[config.mk]
export PLATFORM = sky130hd
export DESIGN_NAME = int_sequencer
export DESIGN_NICKNAME = d
export VERILOG_FILES = /design/src/rtl/int_sequencer.sv
export SDC_FILE = /design/constraint.sdc
export NUM_CORES = 1
export LEC_CHECK = 0
export ABC_AREA = 1
export BUFFER_PORTS_ARGS = -buffer_cell sky130_fd_sc_hd__buf_2
export CORE_UTILIZATION = 40
export CTS_BUF_LIST = sky130_fd_sc_hd__clkbuf_8
export CTS_CLUSTER_SIZE = 24
export DETAILED_ROUTE_END_ITERATION = 10
export HOLD_SLACK_MARGIN = 0.02
export MAX_ROUTING_LAYER = met4
export PLACE_DENSITY = 0.74
export SLEW_MARGIN = 20
export SYNTH_ARGS = -nofsm -noshare
export SYNTH_HDL_FRONTEND = slang
export SYNTH_SLANG_ARGS = --single-unit
[constraint.sdc]
create_clock -name clk -period 2.5 [get_ports clk]
set_input_delay 0.25 -clock clk [delete_from_list [all_inputs] [get_ports clk]]
set_output_delay 0.25 -clock clk [all_outputs]
set_load 0.1 [all_outputs]
[src/rtl/int_sequencer.sv]
// Interrupt/return sequencer: qualifies mip&mie under MIE, waits for a clean boundary, then strobes the CSR file and redirects fetch.
// Optional feature macro: INT_VECTORED_EN (vectored trap target when mtvec[1:0]==2'b01).
//
// state | meaning
// IDLE  | no trap in progress; watches mret_commit and the qualified request
// ARM   | request pending, commit held until a clean instruction boundary
// TAKE  | one-cycle interrupt strobe, flush and redirect to the trap target
// RET   | one-cycle return strobe, flush and redirect to mepc
module int_sequencer #(
  parameter int MEI_CODE = 11,
  parameter int MSI_CODE = 3,
  parameter int MTI_CODE = 7,
  parameter int NEST_W   = 3
) (
  input  logic              clk,
  input  logic              reset_n,
  input  logic [31:0]       mip,
  input  logic [31:0]       mie,
  input  logic              MIE,
  input  logic [31:0]       mtvec,
  input  logic [31:0]       mepc,
  input  logic              boundary_valid,
  input  logic [31:0]       boundary_pc,
  input  logic              csr_wr_commit,
  input  logic              mret_commit,
  output logic              commit_hold,
  output logic              int_action,
  output logic              ret_action,
  output logic              hw_int,
  output logic [4:0]        int_code,
  output logic [31:0]       current_pc,
  output logic              flush,
  output logic              pc_redirect,
  output logic [31:0]       redirect_pc,
  output logic [NEST_W-1:0] nest_depth
);

  typedef enum logic [1:0] {S_IDLE, S_ARM, S_TAKE, S_RET} state_t;

  state_t            state_q, state_d;
  logic [4:0]        code_q, code_d, win_code;
  logic [31:0]       pc_q, pc_d, tgt_q, tgt_d, trap_tgt, pend;
  logic [NEST_W-1:0] nest_q, nest_d;
  logic              req, take_st, ret_st;

  assign pend = mip & mie & 32'h0000_0888;
  assign req  = MIE & (|pend);

  always_comb begin
    win_code = 5'(MTI_CODE);
    if (pend[11])     win_code = 5'(MEI_CODE);
    else if (pend[3]) win_code = 5'(MSI_CODE);
  end

`ifdef INT_VECTORED_EN
  assign trap_tgt = (mtvec[1:0] == 2'b01) ? ({mtvec[31:2], 2'b00} + {25'd0, win_code, 2'b00})
                                          : {mtvec[31:2], 2'b00};
`else
  logic unused_mtvec_mode;
  assign unused_mtvec_mode = ^mtvec[1:0];
  assign trap_tgt = {mtvec[31:2], 2'b00};
`endif

  always_comb begin
    state_d = state_q;
    code_d  = code_q;
    pc_d    = pc_q;
    tgt_d   = tgt_q;
    nest_d  = nest_q;
    case (state_q)
      S_IDLE: begin
        // mret wins over a simultaneous request; the request is re-seen once MIE is restored
        if (mret_commit) begin
          state_d = S_RET;
          tgt_d   = mepc;
          if (nest_q != '0) nest_d = nest_q - 1'b1;
        end else if (req) begin
          state_d = S_ARM;
        end
      end
      S_ARM: begin
        if (!req) begin
          state_d = S_IDLE;
        end else if (boundary_valid && !csr_wr_commit) begin
          state_d = S_TAKE;
          code_d  = win_code;
          pc_d    = boundary_pc;
          tgt_d   = trap_tgt;
          if (nest_q != '1) nest_d = nest_q + 1'b1;
        end
      end
      S_TAKE:  state_d = S_IDLE;
      S_RET:   state_d = S_IDLE;
      default: state_d = S_IDLE;
    endcase
  end

  always_ff @(posedge clk or negedge reset_n) begin
    if (!reset_n) begin
      state_q <= S_IDLE;
      code_q  <= '0;
      pc_q    <= '0;
      tgt_q   <= '0;
      nest_q  <= '0;
    end else begin
      state_q <= state_d;
      code_q  <= code_d;
      pc_q    <= pc_d;
      tgt_q   <= tgt_d;
      nest_q  <= nest_d;
    end
  end

  assign take_st     = (state_q == S_TAKE);
  assign ret_st      = (state_q == S_RET);
  assign commit_hold = (state_q == S_ARM) || take_st;
  assign int_action  = take_st;
  assign hw_int      = take_st;
  assign ret_action  = ret_st;
  assign flush       = take_st || ret_st;
  assign pc_redirect = take_st || ret_st;
  assign int_code    = take_st ? code_q : 5'd0;
  assign current_pc  = take_st ? pc_q : 32'd0;
  assign redirect_pc = (take_st || ret_st) ? tgt_q : 32'd0;
  assign nest_depth  = nest_q;

endmodule

==> qor.csv <==
metric,value,unit
grt_usage,21.43,%
synth_cells,609,
antenna_found_initial,0,
cp-start-kind,register,
cts.sinks,72,
relSlewSlack,37.99,%
critical_path_buf_inv_count,4,
synth_commonest_cells,"284 x nand2_1, 83 x inv_1, 72 x dfrtp_1, 38 x nor2_1, 37 x nand3_1",
p_leak,0.003529,uW
synth_edf_count,0,
area_growth,31.81,%
via_per_inst,4.737,
cts.clk_slew.worst_paths,70,ps
worstMarginPinSlew,930.1,ps
avgSynthCellArea,6.794,um^2
hold_path.class,in2async,
cts_inserted_buffers,9,
ys.flop_type,dfrtp_1,
die_area,10750,um^2
drt_iter0_markers,252,
grt_overflow_total,0,
ys_ff_latch,72,
hpwl,7573,um
place_area,5164,um^2
synth_most_common_cell,nand2_1,
async_flop_share,100.0,%
die_h,103.7,um
fp-row-count,36,
path_delay_family,buffers and inverters,
status,finished clean,
dpl.cell_count,892,
yosys_warnings,0,
power_density,1649,nW/um^2
cts_buffer_depth,2,
dr.pass1.iters,5,
cpPeakStageDelay,410,ps
worst_skew_pair.late_latency,330,ps
core_area,9910,um^2
arrival,2110,ps
synth_area,4138,um^2
worstPathMaxFanout,37,
synth_cell_types,21,
syn-num-nets,781,
htree_levels,3,
setup_violations,0,
grt_pass1_wl,18310,um
rsz0062_at_grt,false,
fin_area,5454,um^2
cp_slowest_cell,buf_2,
fmax,424.4,MHz
end_kind,primary output,
grt_max_degree,73,
vias,4349,
cp.required,2250,ps
synth_top_area_share,43.54,%
fin_nets,952,
period_share,94.25,%
synth_largest_area_cell,dfrtp_1,
ys_seq_area_share,43.54,%
root_buffer,clkbuf_8,
slew_viol_final,0,
grt_pass1_vias,4044,
pin_count,244,
wire_per_inst,12.21,um
fin_crit,2356,ps
drt-total-wl,11210,um
tritoncts,done,
clock-skew-final,6.002,ps
ant_nets,0,
maxCapViolCount,0,
path_class,reg2out,
final_cells,918,
yosys-top-cells-area,"dfrtp_1 44%, nand2_1 26%, inv_1 7.5%, nand4_1 5.4%, nand3_1 4.5%",
ir_worst_vdd,0.9281,mV
drc,0,
diodes,0,
port_buffers,182,
path_cells,inv_1 > ha_4 > buf_4 > nand2_1 > clkinvlp_4 > buf_2,
initial_core_util,41.76,%
hold_viol,0,
gp_congestion,0.8466,
die_x,103.7,um
drive_above_1_share,33.25,%
## layout make-up
class / instances / area (um^2)
flip-flops and latches: 72 / 1802
multi-input cells: 413 / 1911
well taps: 133 / 166.4
inverters: 84 / 322.8
fillers: 1000 / 4456
clock buffers: 14 / 192.7
repair buffers: 200 / 1049
clock inverters: 2 / 11.26
## cell usage in the layout, fill, tap and decap left out
cell	n
nor2_2	32
buf_4	19
clkbuf_8	14
fa_1	1
ha_2	2
nor2_1	5
nand4_1	36
or2_1	1
o21ai_0	2
dfrtp_1	72
nand2_1	284
conb_1	1
ha_1	2
nor2_4	3
inv_1	82
nand2_4	2
inv_2	1
nand3_2	1
o21ai_1	1
nand3_1	37
buf_2	181
nand2_2	1
ha_4	1
clkinvlp_4	3
nand3_4	1
## state kept, by name, summed over array words and instances, names as in the netlist
name and flops:
nest_depth 3, state_q 2, tgt_q 32, code_q 3, pc_q 32
## layer usage
metal | routed length (um) | global-route usage (%)
met5 | 0 | -
met4 | 117 | 6.735
met3 | 694 | 4.594
met2 | 5316 | 35.76
met1 | 5080 | 25.98
## logic make-up after synthesis
group	synth area share, %
other	0.09063
buffers and inverters	13.27
and+or+nand+nor	40.73
AOI/OAI and AO/OA	0.3628
DFF	43.54
adders and majority gates	1.996
## final timing paths
kind                       slack (ps)  cells after the start                    from               endpoint
hold / removal                     40                      1                 reset_n    pc_q[9]$_DFFE_PN0P_
setup reg to reg                  360                      6  state_q[1]$_DFFE_PN0P_  code_q[3]$_DFFE_PN0P_
hold reg to reg                   470                      2   tgt_q[15]$_DFFE_PN0P_  tgt_q[15]$_DFFE_PN0P_
min in group clk                  140                      3         boundary_pc[26]   pc_q[26]$_DFFE_PN0P_
setup / recovery                  140                      6  state_q[0]$_DFFE_PN0P_            int_code[0]
max in group asynchronous        1840                      1                 reset_n  tgt_q[25]$_DFFE_PN0P_
## metrics by stage
stage	total power, uW	setup slack (ps)	hold WS [ps]	utilization, %	setup TNS, ps
2_1_floorplan	7052	-77.62	-45.59	-	-2027
3_5_place_dp	7929	82.84	452.2	52.11	0
5_1_grt	9604	9.817	128.3	55.04	0
6_report	8995	143.9	39.42	55.04	0
4_1_cts	8902	62.34	71.24	54.28	0
3_3_place_gp	7780	98.33	436.1	52.11	0
## where the power goes
| part | switching (uW) | total [uW] | internal (uW) |
|---|---|---|---|
| Combinational | 4800 | 6060 | 1260 |
| Clock | 416 | 909 | 494 |
| Sequential | 314 | 2020 | 1710 |
## repair_timing
action / 4_1_cts / 5_1_grt
hold buffers: 0 / 0
pin swaps: 1 / 1
endpoints found under the hold margin: 0 / 0
gates resized for setup: 1 / 1
buffers inserted: 0 / 9
cloned: 1 / 0
endpoints found under the setup margin: 29 / 19
No activity file was read; power rests on OpenSTA's default activity.
